## src/rtl/hazard_controller.sv

```systemverilog
// Hazard and sequencing controller for a 5-stage (F, D, E, M, W) pipeline.
// Produces stall/flush controls, E-stage forwarding selects, a memory-wait
// FSM with a sticky timeout error, and saturating stall/flush counters.
module hazard_controller #(
  parameter int MEM_TIMEOUT = 16,
  parameter int CNT_W       = 16
) (
  input  logic             clk,
  input  logic             reset,
  input  logic [4:0]       Rs1_D,
  input  logic [4:0]       Rs2_D,
  input  logic [4:0]       Rs1_E,
  input  logic [4:0]       Rs2_E,
  input  logic [4:0]       Rd_E,
  input  logic             Load_E,
  input  logic             PCSrc_E,
  input  logic [4:0]       Rd_M,
  input  logic             RegWrite_M,
  input  logic [4:0]       Rd_W,
  input  logic             RegWrite_W,
  input  logic             MemReq_M,
  input  logic             MemReady_M,
  output logic             Stall_F,
  output logic             Stall_D,
  output logic             Flush_D,
  output logic             Stall_E,
  output logic             Flush_E,
  output logic             Stall_M,
  output logic             Flush_W,
  output logic [1:0]       ForwardA_E,
  output logic [1:0]       ForwardB_E,
  output logic [1:0]       State,
  output logic             MemTimeout,
  output logic [CNT_W-1:0] StallCount,
  output logic [CNT_W-1:0] FlushCount
);

  typedef enum logic [1:0] {
    RUN      = 2'b00,
    MEM_WAIT = 2'b01,
    ERR      = 2'b10
  } state_t;

  localparam logic [7:0]       TIMEOUT_CNT = 8'(MEM_TIMEOUT);
  localparam logic [CNT_W-1:0] CNT_MAX     = '1;

  state_t           state_q, state_d;
  logic [7:0]       waitCnt_q, waitCnt_d;
  logic             timeout_q, timeout_d;
  logic [CNT_W-1:0] stallCount_q, stallCount_d;
  logic [CNT_W-1:0] flushCount_q, flushCount_d;

  logic loadUse;
  logic memWait;
  logic runStallFD, runFlushD, runFlushE;
  logic freeze, useRun;

  // M-stage result beats W-stage result; x0 is never forwarded.
  function automatic logic [1:0] fwdSel(input logic [4:0] rs);
    logic [1:0] sel;
    sel = 2'b00;
    if (RegWrite_M && (Rd_M != 5'd0) && (Rd_M == rs))
      sel = 2'b10;
    else if (RegWrite_W && (Rd_W != 5'd0) && (Rd_W == rs))
      sel = 2'b01;
    return sel;
  endfunction

  // Forwarding selects are independent of the FSM state.
  always_comb begin
    ForwardA_E = fwdSel(Rs1_E);
    ForwardB_E = fwdSel(Rs2_E);
  end

  // Raw hazard events and the controls the RUN state would apply; a taken
  // branch discards the dependent instruction, so it suppresses the bubble.
  always_comb begin
    loadUse    = Load_E && (Rd_E != 5'd0) && ((Rd_E == Rs1_D) || (Rd_E == Rs2_D));
    memWait    = MemReq_M && !MemReady_M;
    runFlushD  = PCSrc_E;
    runFlushE  = PCSrc_E || loadUse;
    runStallFD = !PCSrc_E && loadUse;
  end

  // Next-state logic and Mealy stall/flush outputs for the memory-wait FSM.
  always_comb begin
    state_d   = state_q;
    waitCnt_d = waitCnt_q;
    timeout_d = timeout_q;
    freeze    = 1'b0;
    useRun    = 1'b0;

    case (state_q)
      RUN: begin
        if (memWait) begin
          freeze    = 1'b1;
          state_d   = MEM_WAIT;
          waitCnt_d = 8'd1;
        end else begin
          useRun = 1'b1;
        end
      end
      MEM_WAIT: begin
        if (MemReady_M) begin
          useRun    = 1'b1;
          state_d   = RUN;
          waitCnt_d = 8'd0;
        end else begin
          freeze    = 1'b1;
          waitCnt_d = waitCnt_q + 8'd1;
          if (waitCnt_d >= TIMEOUT_CNT) begin
            state_d   = ERR;
            timeout_d = 1'b1;
          end
        end
      end
      ERR: begin
        freeze = 1'b1;
      end
      default: begin
        state_d   = RUN;
        waitCnt_d = 8'd0;
      end
    endcase

    Stall_F = freeze || (useRun && runStallFD);
    Stall_D = freeze || (useRun && runStallFD);
    Stall_E = freeze;
    Stall_M = freeze;
    Flush_W = freeze;
    Flush_D = useRun && runFlushD;
    Flush_E = useRun && runFlushE;

    if (reset) begin
      Stall_F = 1'b0;
      Stall_D = 1'b0;
      Stall_E = 1'b0;
      Stall_M = 1'b0;
      Flush_W = 1'b0;
      Flush_D = 1'b0;
      Flush_E = 1'b0;
    end
  end

  // Saturating performance counters driven by the final stall/flush outputs.
  always_comb begin
    stallCount_d = stallCount_q;
    flushCount_d = flushCount_q;
    if (Stall_F && (stallCount_q != CNT_MAX))
      stallCount_d = stallCount_q + 1'b1;
    if (Flush_D && (flushCount_q != CNT_MAX))
      flushCount_d = flushCount_q + 1'b1;
  end

  // State, wait counter, sticky timeout and counters; reset wins from any state.
  always_ff @(posedge clk) begin
    if (reset) begin
      state_q      <= RUN;
      waitCnt_q    <= 8'd0;
      timeout_q    <= 1'b0;
      stallCount_q <= '0;
      flushCount_q <= '0;
    end else begin
      state_q      <= state_d;
      waitCnt_q    <= waitCnt_d;
      timeout_q    <= timeout_d;
      stallCount_q <= stallCount_d;
      flushCount_q <= flushCount_d;
    end
  end

  assign State      = state_q;
  assign MemTimeout = timeout_q;
  assign StallCount = stallCount_q;
  assign FlushCount = flushCount_q;

endmodule

```

## config.mk

```make
export PLATFORM = sky130hd
export DESIGN_NAME = hazard_controller
export DESIGN_NICKNAME = d
export VERILOG_FILES = /design/src/rtl/hazard_controller.sv
export SDC_FILE = /design/constraint.sdc
export NUM_CORES = 1
export LEC_CHECK = 0
export CAP_MARGIN = 20
export CORE_UTILIZATION = 30
export CTS_BUF_LIST = sky130_fd_sc_hd__clkbuf_8
export DETAILED_ROUTE_END_ITERATION = 8
export PLACE_DENSITY_LB_ADDON = 0.12
export SYNTH_ARGS = -nofsm -noshare
export SYNTH_HDL_FRONTEND = slang
export SYNTH_SLANG_ARGS = --single-unit
```

## constraint.sdc

```tcl
create_clock -name clk -period 2.9 [get_ports clk]
set_input_delay 0.435 -clock clk [delete_from_list [all_inputs] [get_ports clk]]
set_output_delay 0.435 -clock clk [all_outputs]
set_load 0.03 [all_outputs]
```

==> results of run 1 <==
[Yosys cell counts (all sizes together), types with 7 or more instances]
| cell | n |
|---|---|
| o21ai | 19 |
| and3 | 7 |
| nand3 | 15 |
| xor2 | 31 |
| dfxtp | 43 |
| nand2 | 13 |
| xnor2 | 17 |
| inv | 7 |
| or3 | 9 |
| nor4 | 8 |
| a21oi | 15 |
| nand4 | 9 |
| nor2 | 48 |
[kinds of logic (layout without fill, tap and decap cells)]
| logic type | after synthesis | in the layout | share of synthesized area (%) |
|---|---|---|---|
| simple gates | 134 | 134 | 29.7 |
| compound gates | 50 | 50 | 12.4 |
| xor+xnor | 48 | 48 | 16.6 |
| flops | 43 | 43 | 34.1 |
| buf+inv | 19 | 108 | 4.01 |
| mux | 4 | 4 | 1.68 |
| fa+ha+maj | 3 | 3 | 1.49 |
[registers in the layout, summed over array words and instances (netlist names)]
| name | cells |
|---|---|
| FlushCount | 16 |
| StallCount | 16 |
| waitCnt_q | 8 |
| State | 2 |
| MemTimeout | 1 |
[repair_timing]
action                     in CTS  in global routing
setup endpoints to repair       0                  2
gates resized for setup         0                  2
setup buffers                   0                  0
[metrics by stage]
stage / utilization, % / std cells / setup slack, ps / cell area, µm²
5_1_grt: 43.9 / 495 / 34.6 / 3590
4_1_cts: 43.8 / 495 / 53.8 / 3580
3_3_place_gp: 42.6 / 487 / 57.7 / 3480
6_report: 43.9 / 495 / 120 / 3590
3_5_place_dp: 42.6 / 487 / 61.1 / 3480
2_1_floorplan: - / 301 / 92.8 / 2530
[layer usage]
metal / vias up / part of all wire (%) / track usage [%]
li1: 1238 / - / -
met1: 1125 / 47 / 19.7
met2: 47 / 48 / 26.2
met3: 8 / 4.1 / 2.51
met4: 0 / 0.85 / 3.46
met5: - / 0 / 0
[worst max-delay path, delay by kind of cell]
family / cells / cell delay (ps)
compound gates: 1 / 250
simple gates: 3 / 960
buf+inv: 2 / 700
[report_power, final]
| group | switching, mW | internal [mW] |
|---|---|---|
| combinational | 0.103 | 0.108 |
| clock | 0.208 | 0.217 |
| sequential | 0.00804 | 0.595 |
| total | 0.319 | 0.920 |
[layout make-up]
type	instances	area (µm²)	share of cell area (%)
clock buffer	7	96.3	2.68
clock inverter	1	7.51	0.209
inverter	7	26.3	0.732
multi-input combinational	239	1570	43.6
sequential	43	861	24.0
tap	105	131	3.66
timing repair buffer	93	901	25.1
[path summary, 6_finish.rpt]
path	startpoint	to	cells after the start
max	Rd_M[1]	ForwardB_E[0]	6
min	MemTimeout$_SDFFE_PP0P_	MemTimeout$_SDFFE_PP0P_	2
max reg2reg	State[1]$_SDFFE_PP0P_	StallCount[11]$_SDFFE_PP0P_	7
min reg2reg	MemTimeout$_SDFFE_PP0P_	MemTimeout$_SDFFE_PP0P_	2
==> impl_results.md, run 1 <==
* Cell seen most often among critical-path stages: nor4_1
* Clock transition time at the flip-flop clock pins of the worst setup and hold paths at 90 ps
* # Max-Cap Violations at 0
* Die Span X at 93.8 µm
* CTS tree: built
* Cell with the largest stage delay on the worst path: or4_1
* Filler cell count at 818
* Async SR Flop Fraction at 0%
* Worst-Margin Slew at 469 ps
* Max H-tree Level at 2
* Core Footprint at 0.00818 mm²
* Aggregate routed wire length at 6510 µm
* I/O pin count at 89
* Top area cells in the synthesized netlist: dfxtp_1, xor2_1, nor2_1
* Routed wire per std cell at 13.1 µm
* Post-Synthesis Cell Area at 0.00253 mm²
* RSZ-0062 raised after global routing: no
* Sequential share of the synthesized area at 34.1%
* Proportion of layout cells with a drive suffix above 1 at 10.8%
* Hold Path Class: flop to flop
* Tot GR Track Use at 15.2%
* Initial antenna violation count at 0
* Power density normalized to cell area at 345 mW/mm²
* Count of input and output buffers at 88
* Final Total Pwr at 1.24 mW
* Synthesis-to-finish area growth at 42.0%
* Post-synthesis cell type with the largest combined area: dfxtp_1
* Maximum single-stage delay on the critical path at 530 ps
* Count of unique library cells instantiated by Yosys at 50
* Worst EP required at 2470 ps
* Share of Yosys cell area claimed by the top area cell type at 34.1%
* Clock Tree Root: clkbuf_8
* Initial DRT Pass Iterations at 4
* Floorplan die height at 93.8 µm
* Number of endpoints failing setup at the final stage at 0
* Number of buffers on the longest clock path at 2
* Antenna Nets Post-Route at 0
* Worst hold slack across all endpoints at 493 ps
* Result of the run: finished, final reports clean
* Arrival time reported for the critical path endpoint at 2350 ps
* Starting DRC count in detailed routing at 77
* Initial Utilization at 30.9%
* Number of global-route vias before repair at 2,239
* Critical path launch point type: primary input
* Remaining Overflow, GRT at 0
* Net Count, Synth at 347
* Via total after detailed routing at 2,418
* Warnings, synthesis at 0
* Cell-by-cell trace of the critical path: clkdlybuf4s50_1, or4_1, o21ai_0, nor4_1, nor4_1, buf_4
* Average footprint of a synthesized cell at 8.40 µm²
* R2R setup slack at 630 ps
* Total count of max-transition violations in the final report at 0
* Most used flip-flop cell after synthesis: dfxtp_1
* Post-layout min period at 2780 ps
* Synth Register Bits at 43
* Clock latency on the worst-skew pair at 300 ps
* Clock buffers created by TritonCTS at 5
* Pin count of the biggest net entering global routing at 45
* GP Congestion at 0.786
* Remaining max-slew budget at the tightest pin at 68.7%
* CP Capture Type: output port
* Most common library cell in the layout ignoring fill and taps: clkdlybuf4s50_1
* Global-route wire length before repair at 10,700 µm
* Critical path start-end classification: primary input to output port
* Highest ir drop seen on vdd at 202 µV
* Antenna diodes at 0
* EDFF count, synth at 0
* Area of the die at 0.00880 mm²
* Per-cell via count in the routed design at 4.88
* Gate Count Post-Synth at 301
* Clock sinks at 43
* Maximum fanout along the worst path at 3
* Row Count at 33
* Setup Total Neg Slack at 0 ps
* Portion of the clock cycle consumed by the worst path in the final layout at 95.9%
* Leakage power of the design at 1.27 nW
* Layout net count at 435
* Number of DRC violations after detailed routing at 0
* Post-Route Skew at 8.61 ps
* Final hold violations at 0
* Count of hold-fix buffers inserted at cts at 0
* HPWL after DPL at 4910 µm
* Achievable frequency at 0.360 GHz
* Commonest cells after routing, fill and taps aside: clkdlybuf4s50_1, nor2_1, dfxtp_1, xor2_1, xnor2_1
Power figures use the tool's default switching activity.
==> run 2, diff against run 1 <==
- CORE_UTILIZATION: 30 -> 47
==> impl_results.md, run 2 (synthesis gave the netlist of run 1 again) <==
* Result of the run: finished, final reports clean
* Clock latency on the worst-skew pair at 290 ps
* GP Congestion at 0.851
* Total count of max-transition violations in the final report at 0
* Filler cell count at 452
* Starting DRC count in detailed routing at 74
* Global-route wire length before repair at 9830 µm
* Number of buffers on the longest clock path at 2
* Aggregate routed wire length at 6250 µm
* Portion of the clock cycle consumed by the worst path in the final layout at 95.6%
* Metal3 WL at 424 µm
* Antenna diodes at 0
* Area taken by multi-input logic gates at 0.00157 mm²
* Met1 layer wirelength in the final routing at 2800 µm
* Count of input and output buffers at 88
* Area of the die at 0.00567 mm²
* Worst-Margin Slew at 445 ps
* Proportion of layout cells with a drive suffix above 1 at 11.0%
* HPWL after DPL at 4760 µm
* Achievable frequency at 0.361 GHz
* Count of hold-fix buffers inserted at cts at 0
* Layout net count at 437
* Post-layout min period at 2770 ps
* Clock buffers created by TritonCTS at 5
* Row Count at 26
* Pin count of the biggest net entering global routing at 45
* Final Total Pwr at 1.18 mW
* Setup Total Neg Slack at 0 ps
* Most common library cell in the layout ignoring fill and taps: clkdlybuf4s50_1
* Maximum fanout along the worst path at 11
* Initial antenna violation count at 0
* Commonest cells after routing, fill and taps aside: clkdlybuf4s50_1, nor2_1, dfxtp_1, xor2_1, xnor2_1
* Via total after detailed routing at 2,445
* Max H-tree Level at 2
* Critical path start-end classification: primary input to output port
* Initial DRT Pass Iterations at 4
* Number of DRC violations after detailed routing at 0
* Remaining Overflow, GRT at 0
* Power density normalized to cell area at 334 mW/mm²
* Worst EP required at 2470 ps
* Total area of sequential cells at 861 µm²
* Antenna Nets Post-Route at 0
* RSZ-0062 raised after global routing: no
* Die Span X at 75.3 µm
* Leakage power of the design at 1.28 nW
* # Max-Cap Violations at 0
* Number of endpoints failing setup at the final stage at 0
* Floorplan die height at 75.3 µm
* I/O pin count at 89
* Post-CTS setup repair buffer count at 0
* Remaining max-slew budget at the tightest pin at 70.3%
* Number of global-route vias before repair at 2,143
* DR WL met2 at 2990 µm
* Highest ir drop seen on vdd at 270 µV
* Per-cell via count in the routed design at 5.29
* Routed wire per std cell at 13.5 µm
* Critical path launch point type: primary input
* Clock Tree Root: clkbuf_8
* CTS tree: built
* Synthesis-to-finish area growth at 40.1%
* Core Footprint at 0.00514 mm²
* Tot GR Track Use at 22.1%
* Uppermost signal routing layer after detailed routing: met4
* CP Capture Type: output port
* Clock sinks at 43
* Post-Route Skew at 10.3 ps
* Final hold violations at 0
* Arrival time reported for the critical path endpoint at 2340 ps
* Clock transition time at the flip-flop clock pins of the worst setup and hold paths at 80 ps
* Initial Utilization at 49.2%
* Hold Path Class: flop to flop
-- run 2: cell type report --
class	instances	share of cell area, %
Sequential cell	43	24.3
Inverter	7	0.742
Tap cell	70	2.47
Clock inverter	3	0.459
Timing Repair Buffer	95	25.9
Clock buffer	5	1.94
Multi-Input combinational cell	239	44.2
-- run 2: timing repair --
item	4_1_cts	5_1_grt
endpoints found under the setup margin	0	2
resized for setup	0	2
endpoints found under the hold margin	0	0
-- run 2: per-stage QoR --
| step | utilization (%) | setup WS, ps | std cells | hold WS [ps] | instance area (µm²) |
|---|---|---|---|---|---|
| 2_1_floorplan | - | 92.8 | 301 | 463 | 2530 |
| 3_3_place_gp | 67.1 | 125 | 454 | 455 | 3450 |
| 3_5_place_dp | 67.1 | 90.3 | 454 | 469 | 3450 |
| 4_1_cts | 68.8 | 92.3 | 462 | 486 | 3540 |
| 5_1_grt | 68.9 | 33.5 | 462 | 514 | 3540 |
| 6_report | 68.9 | 129 | 462 | 474 | 3540 |
-- run 2: per-layer routing --
| metal | GRT usage (%) | up-vias |
|---|---|---|
| met2 | 38.2 | 61 |
| li1 | - | 1247 |
| met4 | 4.73 | 0 |
| met1 | 27.8 | 1131 |
| met5 | 0 | - |
| met3 | 5.95 | 6 |
-- run 2: power breakdown --
part           internal, mW  switching (mW)
logic                 0.110           0.101
clock network         0.165           0.202
registers             0.595         0.00776
total                 0.870           0.311
-- run 2: path summary, 6_finish.rpt --
check / start / end / slack (ps) / cells past startpoint
worst max-delay path: Rd_E[1] / Stall_F / 130 / 8
worst min-delay path: MemTimeout$_SDFFE_PP0P_ / MemTimeout$_SDFFE_PP0P_ / 470 / 2
worst max register to register: FlushCount[0]$_SDFFE_PP0P_ / FlushCount[15]$_SDFFE_PP0P_ / 730 / 7
worst min register to register: MemTimeout$_SDFFE_PP0P_ / MemTimeout$_SDFFE_PP0P_ / 470 / 2
-- run 2: worst max-delay path, stage by stage --
cell	delay, ps
clkdlybuf4s50_1	470
or4_1	560
o21ai_1	180
or3_1	130
o21ba_2	140
buf_4	200
inv_1	70
buf_4	170
